File: src/rtl/mem_ctrl.sv
// Byte-serial RAM controller: IF byte fetches pass straight through; MEM loads/stores of 1/2/4 bytes take priority.
// Optional `MEM_CTRL_IO_WAIT_EN inserts one idle cycle after each MEM byte that targets IO space (addr[17:16] == 2'b11).
module mem_ctrl (
    input  logic        clk,
    input  logic        rst,
    input  logic        if_request_i,
    input  logic [31:0] if_addr_i,
    output logic [7:0]  mem_ctrl_data_o,
    output logic [1:0]  if_or_mem_o,
    input  logic [1:0]  mem_request_i,
    input  logic [31:0] mem_addr_i,
    input  logic [1:0]  mem_width_i,
    input  logic [31:0] mem_wdata_i,
    output logic [31:0] mem_rdata_o,
    output logic        mem_done_o,
    output logic        stall_req_o,
    input  logic [7:0]  ram_din_i,
    output logic [7:0]  ram_dout_o,
    output logic [31:0] ram_addr_o,
    output logic        ram_wr_o
);

    typedef enum logic [1:0] {
        ST_IDLE  = 2'b00,
        ST_READ  = 2'b01,
        ST_WRITE = 2'b10,
        ST_DONE  = 2'b11
    } state_t;

`ifdef MEM_CTRL_IO_WAIT_EN
    function automatic logic is_io(input logic [31:0] a);
        return (a[17:16] == 2'b11);
    endfunction
`endif

    state_t      state_r, state_s;
    logic [31:0] addr_r;
    logic [2:0]  len_r, len_s;
    logic [31:0] wdata_r;
    logic [2:0]  k_r, k_s;
    logic [31:0] rdata_r, rdata_s;
    logic        cap_pend_r, cap_pend_s;
    logic        gap_r, gap_s;
    logic [31:0] mem_rdata_r, rdata_out_s;
    logic        mem_done_r, done_s;
    logic [1:0]  owner_r, owner_s;
    logic        lat_s;
    logic [31:0] cur_addr_s;
    logic [7:0]  wr_byte_s;
    logic [1:0]  cap_idx_s;
    logic [31:0] rdata_cap_s;
    logic [31:0] ram_addr_s;
    logic [7:0]  ram_dout_s;
    logic        ram_wr_s;
    logic        stall_s;
    logic        mem_req_valid_s;

    assign mem_ctrl_data_o = ram_din_i;
    assign mem_rdata_o     = mem_rdata_r;
    assign mem_done_o      = mem_done_r;
    assign if_or_mem_o     = owner_r;

    // Datapath helpers: current byte address, outgoing store byte, and word with the arriving byte merged in.
    always_comb begin
        cur_addr_s      = addr_r + {29'd0, k_r};
        wr_byte_s       = wdata_r[{k_r[1:0], 3'b000} +: 8];
        cap_idx_s       = k_r[1:0] - 2'd1;
        rdata_cap_s     = rdata_r;
        rdata_cap_s[{cap_idx_s, 3'b000} +: 8] = ram_din_i;
        mem_req_valid_s = (mem_request_i == 2'b01) || (mem_request_i == 2'b10);
        case (mem_width_i)
            2'b00:   len_s = 3'd1;
            2'b01:   len_s = 3'd2;
            default: len_s = 3'd4;
        endcase
    end

    // Next-state and RAM-port control.
    always_comb begin
        state_s     = state_r;
        k_s         = k_r;
        cap_pend_s  = 1'b0;
        gap_s       = 1'b0;
        rdata_s     = rdata_r;
        done_s      = 1'b0;
        rdata_out_s = mem_rdata_r;
        owner_s     = 2'b00;
        lat_s       = 1'b0;
        ram_addr_s  = 32'd0;
        ram_dout_s  = 8'd0;
        ram_wr_s    = 1'b0;
        stall_s     = 1'b0;
        case (state_r)
            ST_IDLE: begin
                if (mem_req_valid_s) begin
                    stall_s = 1'b1;
                    lat_s   = 1'b1;
                    k_s     = 3'd0;
                    rdata_s = 32'd0;
                    state_s = (mem_request_i == 2'b01) ? ST_READ : ST_WRITE;
                end else if (if_request_i) begin
                    ram_addr_s = if_addr_i;
                    owner_s    = 2'b01;
                end else begin
                    ram_addr_s = 32'd0;
                end
            end
            ST_READ: begin
                stall_s = 1'b1;
                // Byte issued last cycle lands now; in IO mode this is the idle gap cycle.
                if (cap_pend_r) begin
                    rdata_s = rdata_cap_s;
                end else begin
                    rdata_s = rdata_r;
                end
                if (!gap_r && (k_r < len_r)) begin
                    ram_addr_s = cur_addr_s;
                    owner_s    = 2'b10;
                    k_s        = k_r + 3'd1;
                    cap_pend_s = 1'b1;
`ifdef MEM_CTRL_IO_WAIT_EN
                    gap_s      = is_io(cur_addr_s);
`else
                    gap_s      = 1'b0;
`endif
                end else if (cap_pend_r && (k_r == len_r)) begin
                    done_s      = 1'b1;
                    rdata_out_s = rdata_cap_s;
                    state_s     = ST_DONE;
                end else begin
                    state_s = ST_READ;
                end
            end
            ST_WRITE: begin
                stall_s = 1'b1;
                if (gap_r) begin
                    state_s = ST_WRITE;
                end else begin
                    ram_addr_s = cur_addr_s;
                    ram_dout_s = wr_byte_s;
                    ram_wr_s   = 1'b1;
                    if (k_r == (len_r - 3'd1)) begin
                        done_s  = 1'b1;
                        state_s = ST_DONE;
                    end else begin
                        k_s   = k_r + 3'd1;
`ifdef MEM_CTRL_IO_WAIT_EN
                        gap_s = is_io(cur_addr_s);
`else
                        gap_s = 1'b0;
`endif
                    end
                end
            end
            ST_DONE: begin
                state_s = ST_IDLE;
            end
            default: begin
                state_s = ST_IDLE;
            end
        endcase
    end

    // RAM port and stall are combinational, so force them quiet while reset is held.
    always_comb begin
        if (rst) begin
            ram_addr_o  = 32'd0;
            ram_dout_o  = 8'd0;
            ram_wr_o    = 1'b0;
            stall_req_o = 1'b0;
        end else begin
            ram_addr_o  = ram_addr_s;
            ram_dout_o  = ram_dout_s;
            ram_wr_o    = ram_wr_s;
            stall_req_o = stall_s;
        end
    end

    // State, transfer context and registered outputs.
    always_ff @(posedge clk) begin
        if (rst) begin
            state_r     <= ST_IDLE;
            addr_r      <= 32'd0;
            len_r       <= 3'd0;
            wdata_r     <= 32'd0;
            k_r         <= 3'd0;
            rdata_r     <= 32'd0;
            cap_pend_r  <= 1'b0;
            gap_r       <= 1'b0;
            mem_rdata_r <= 32'd0;
            mem_done_r  <= 1'b0;
            owner_r     <= 2'b00;
        end else begin
            state_r     <= state_s;
            k_r         <= k_s;
            rdata_r     <= rdata_s;
            cap_pend_r  <= cap_pend_s;
            gap_r       <= gap_s;
            mem_rdata_r <= rdata_out_s;
            mem_done_r  <= done_s;
            owner_r     <= owner_s;
            if (lat_s) begin
                addr_r  <= mem_addr_i;
                len_r   <= len_s;
                wdata_r <= mem_wdata_i;
            end else begin
                addr_r  <= addr_r;
                len_r   <= len_r;
                wdata_r <= wdata_r;
            end
        end
    end

endmodule

File: config.mk
export PLATFORM = sky130hd
export DESIGN_NAME = mem_ctrl
export DESIGN_NICKNAME = d
export VERILOG_FILES = /design/src/rtl/mem_ctrl.sv
export SDC_FILE = /design/constraint.sdc
export NUM_CORES = 1
export LEC_CHECK = 0
export CORE_MARGIN = 5
export CORE_UTILIZATION = 44
export DETAILED_ROUTE_END_ITERATION = 10
export PLACE_DENSITY = 0.78
export SYNTH_ARGS = -nofsm -noshare
export SYNTH_HDL_FRONTEND = slang
export SYNTH_SLANG_ARGS = --single-unit
File: constraint.sdc
create_clock -name clk -period 3 [get_ports clk]
set_input_delay 0.75 -clock clk [delete_from_list [all_inputs] [get_ports clk]]
set_output_delay 0.75 -clock clk [all_outputs]
set_load 0.02 [all_outputs]
Yosys cells after proc, flatten, opt, wreduce, memory -nomap -nowiden
Index checks and enable logic that the tools add are counted.
{"block": "classes", "n_addsub": 5, "magnitude_cmp": 1, "n_eq_ne": 14, "n_shift": 3, "mux": 37, "bitwise_logic": 2, "reduce_logical": 12}
{"op": "$mux W32", "count": 6}
{"op": "$pmux W32 S3", "count": 1}
{"op": "$pmux W32 S2", "count": 1}
{"op": "$add A32 B3 Y32", "count": 1}
{"op": "$bwmux W32", "count": 1}
{"op": "$shift A8 B7 Y32 const A", "count": 1}
{"op": "$shiftx A32 B6 Y8", "count": 1}
{"op": "$shiftx A8 B7 Y32", "count": 1}
{"op": "$mux W8", "count": 2}
{"op": "$mux W2", "count": 6}
{"op": "$ne A2 B2 Y1 const B", "count": 6}
{"op": "$mux W1", "count": 11}
{"op": "$mux W3", "count": 3}
{"op": "$pmux W3 S3", "count": 1}
{"op": "$reduce_and A3 Y1", "count": 3}
{"op": "$pmux W2 S4", "count": 1}
{"op": "$neg A5 Y7", "count": 1}
{"op": "$eq A2 B1 Y1 const B", "count": 3}
{"op": "$eq A2 B2 Y1 const B", "count": 3}
{"op": "$eq A3 B3 Y1", "count": 2}
{"op": "$pmux W3 S2", "count": 1}
{"op": "$logic_not A2 Y1", "count": 2}
{"op": "$pmux W1 S2", "count": 2}
{"op": "$pmux W2 S2", "count": 1}
{"op": "other kinds (11)", "count": 13}
{"block": "totals", "regBits": 140, "inputBits": 111, "out_inout_bits": 85, "wordCells": 84}

Depth between registers and ports, before layout
{"block": "logic_depth", "depth_word": 6, "mapped_depth": 10, "depth_no_buf": 8}

Least setup slack after synthesis
Ideal clock, no wire load.
{"block": "synth_path", "path_type": "flip-flop to output port", "from": "reg k_r[1]", "to": "out ram_addr_o[24]", "arrival_time_ps": 2461, "slack_ps": -211, "stages_incl_launch_ff": 9, "cell_sequence": "dfxtp_1 > buf_2 > inv_1 > fa_1 > nor2b_1 > o2111ai_1 > nor3_1 > xnor2_1 > o21ai_0"}
{"block": "synth_via", "elab_chain_len": 4, "word_cells_on_any_way": 5, "cone_classes": "add/sub (1); order compare (1); mux (3)"}
{"item": "from (decl)", "line": "40", "rtl": "logic [2:0] k_r, k_s;"}
{"item": "from (signal assigned)", "line": "195", "rtl": "k_r <= k_s;"}
{"item": "$add A32 B3 Y32 / $lt A3 B3 Y1 (equally long branches)", "line": "65, 116"}
{"item": "$mux W32", "line": "116", "rtl": "if (!gap_r && (k_r < len_r)) begin"}
{"item": "$pmux W32 S3 *", "line": "93", "rtl": "case (state_r)"}
{"item": "$mux W32 *", "line": "166", "rtl": "if (rst) begin"}
{"item": "to (decl)", "line": "19", "rtl": "output logic [31:0] ram_addr_o,"}
Mark *: on every way between the ends. The rest lies on a longest branch, timed or not.

Final worst setup path
{"block": "layout_path", "from": "reg k_r[0]", "to": "out ram_addr_o[28]"}
Same word-level chain as after synthesis.

==> reports/metrics.yaml <==
outcome: "finished with violations"
failed_checks: "negative setup slack"
reg2reg_from: "k_r[0]"
ir_worst_vdd_v: 0.000425
track_usage_pct: 23.7
die_area_um2: 18700
ys_warn_count: 0
via_per_inst: 5.30
synth_compound_area_share_pct: 17.4
syn_to_final_growth_pct: 52.9
grt_pass1_vias: 6948
p_switching_mw: 2.19
ioPinCount: 196
synth_area_um2: 7060
dieHeight_um: 137
drt_iter0_markers: 557
synth-async-reset-ratio_pct: 0
period_needed_ps: 3180
met1_length_um: 8930
syn_inst: 906
cts-buffers-inserted: 17
dp_hpwl_um: 15000
wl_met2_um: 11000
p_per_area_nw_per_um2: 624
fin_skew_ps: 11.1
cp-startpoint: "k_r[0]"
place.gp.congestion: 0.895
ys_ff_latch: 140
dr.pass1.iters: 5
synth_edf_count: 0
layout_common_cells: "nand2_1, clkdlybuf4s50_1, a21oi_1, dfxtp_1, buf_4"
tritoncts: "yes"
arrival_ps: 2430
comb_power_share_pct: 35.0
final_common_cell: "nand2_1"
syn-num-nets: 1036
finalMaxSlewViolations: 0
path_cells: "ha_4 -> inv_2 -> fa_2 -> nor2b_4 -> o2111ai_4 -> buf_6 -> nor3_4 -> xnor2_2 -> o21ai_2 -> buf_6"
synth_top_family_by_area: "simple AND/OR/NAND/NOR gates"
path_max_fanout: 3
routedWlPerCell_um: 16.2
critPathMostFrequentCell: "buf_6"
hold_buffers: 0
place_ws_ps: -579
fmax_ghz: 0.314
core_area_um2: 15800
grt_max_degree: 84
wl_met3_um: 1710
synth-main-ff-cell: "dfxtp_1"
clockBufferDepth: 2
final_layout_size_suffix_gt1_share_pct: 20.8
fin_crit_sh_pct: 106
startpoint_type: "flop"
drv_cap: 0
cts-root-buf: "clkbuf_16"
yosys.area_share.simple_pct: 27.4
clk-insertion-delay-late_ps: 420
nets: 1286
rsz0062_at_grt: "true"
grt_first_pass_wirelength_um: 35000
antenna_found_initial: 1
port_buffers: 195
p_int_mw: 4.54
fp.dieW_um: 137
hp-start: "wdata_r[23]"
wirelength_um: 22400
syn_avg_cell_area_um2: 7.79
yosysUniqueCellTypes: 52
timing.final.ws_setup_ps: -183
switching_share_pct: 32.5
postLayoutCoreUtil_pct: 68.2
clkTransAtPathRegs_ps: 50
muxShareOfSynthArea_pct: 2.84
dr.max_layer_used: "met4"
overflow: 0
synth-xor-area-share_pct: 4.04
crit_type: "flop to output pin"
hold_class: "flop to flop"
finalSetupViolations: 31
synthAdderAreaFrac_pct: 3.47
seqPwrFrac_pct: 32.4
cpMaxStageDelayCell: "dfxtp_4"
pwr-share-clk_pct: 32.5
initial_core_util_pct: 44.6
worst_slew_pin_slew_ps: 866
leakagePower_nw: 4.06
cts.htree.levels: 4
cts_sinks: 140
relSlewSlack_pct: 42.3
final-hold-violation-count: 0
ant_nets: 0
row_count: 46
drc: 0
dr_total_vias: 7345
ys_seq_area_share_pct: 39.7
worst_path_largest_cell_delay_ps: 370
end_kind: "output pin"
cp.required_ps: 2250
[metal layers]
layer  track usage (%)  up-vias
met2              40.0      269
li1                  -     3575
met5                 0        -
met4              11.2        0
met3              5.74       58
met1              28.3     3443
[metrics by stage]
step                      instances  hold slack, ps  power (mW)  area (um2)  TNS, ps
after global routing           1386             460        7.08       10800    -6320
after CTS                      1384             450        6.74       10800    -2520
after global placement         1340             437        4.31        9760   -16500
final                          1386             447        6.73       10800    -3260
after detailed placement       1340             442        4.34        9760   -17110
after floorplan                 906             432        3.44        7080        0
[Yosys cell counts, drive strengths merged (3+ instances only)]
| master | n | area (um2) |
|---|---|---|
| nand2 | 204 | 766 |
| dfxtp | 140 | 2800 |
| a21oi | 134 | 671 |
| nor2 | 61 | 229 |
| clkbuf | 49 | 188 |
| nor2b | 45 | 282 |
| nand2b | 34 | 213 |
| a211oi | 33 | 248 |
| o21ai | 26 | 134 |
| xnor2 | 26 | 228 |
| ha | 18 | 225 |
| inv | 18 | 67.6 |
| buf | 16 | 104 |
| nor3 | 15 | 75.1 |
| nand3 | 10 | 50.1 |
| a22oi | 9 | 67.6 |
| and3 | 9 | 56.3 |
| mux4 | 8 | 180 |
| nand4 | 6 | 43.8 |
| o31ai | 5 | 37.5 |
| or4 | 5 | 41.3 |
| xor2 | 4 | 35.0 |
| nor3b | 3 | 22.5 |
| nor4 | 3 | 48.8 |
| nor4b | 3 | 38.8 |
| o211ai | 3 | 22.5 |
[timing repair]
item | CTS | global route
gates resized for setup | 245 | 16
gates cloned | 3 | 0
setup buffers | 9 | 2
pin swaps | 31 | 12
endpoints found under the setup margin | 41 | 32
[final timing paths]
path | depth (start not counted) | slack [ps] | end
setup / recovery | 10 | -180 | ram_addr_o[28]
hold / removal | 2 | 450 | wdata_r[23]
setup reg to reg | 10 | 470 | rdata_r[29]
hold reg to reg | 2 | 450 | wdata_r[23]
[area by class of cell]
type                            instances  area [um2]
Antenna cell                            1        2.50
Timing Repair Buffer                  296        2750
Clock buffer                           20         447
Fill cell                            1231        5040
Tap cell                              216         270
Multi-Input combinational cell        683        4270
Sequential cell                       140        2820
Clock inverter                         12         170
Inverter                               18        70.1
[worst max-delay path: cells and delay by family (launching register included)]
family,cells,cell delay (ps)
AND/OR/NAND/NOR,2,410
AO/OA/AOI/OAI,2,310
adder cells (fa/ha/maj),2,490
XOR/XNOR,1,90
buffers and inverters,3,340
flip-flops,1,370
[power by group through the flow]
| stage | clock (mW) | sequential, mW | combinational [mW] |
|---|---|---|---|
| after CTS | 2.22 | 2.17 | 2.35 |
| final | 2.19 | 2.18 | 2.36 |
| after global routing | 2.31 | 2.20 | 2.57 |
| after global placement | 0 | 2.19 | 2.12 |
| after detailed placement | 0 | 2.20 | 2.15 |
| after floorplan | 0 | 2.23 | 1.21 |
[kinds of logic after synthesis]
group                    after synthesis
AO/OA/AOI/OAI                        216
AND/OR/NAND/NOR                      407
adder cells (fa/ha/maj)               19
buffers and inverters                 83
multiplexers                          10
XOR/XNOR                              31
flip-flops                           140
[flip-flops by register name (all words and copies together) (netlist names)]
signal       cells
cap_pend_r       1
k_r              3
wdata_r         32
mem_rdata_o     32
rdata_r         32
state_r          2
mem_done_o       1
addr_r          32
if_or_mem_o      2
len_r            3
Power figures use the tool's default switching activity.
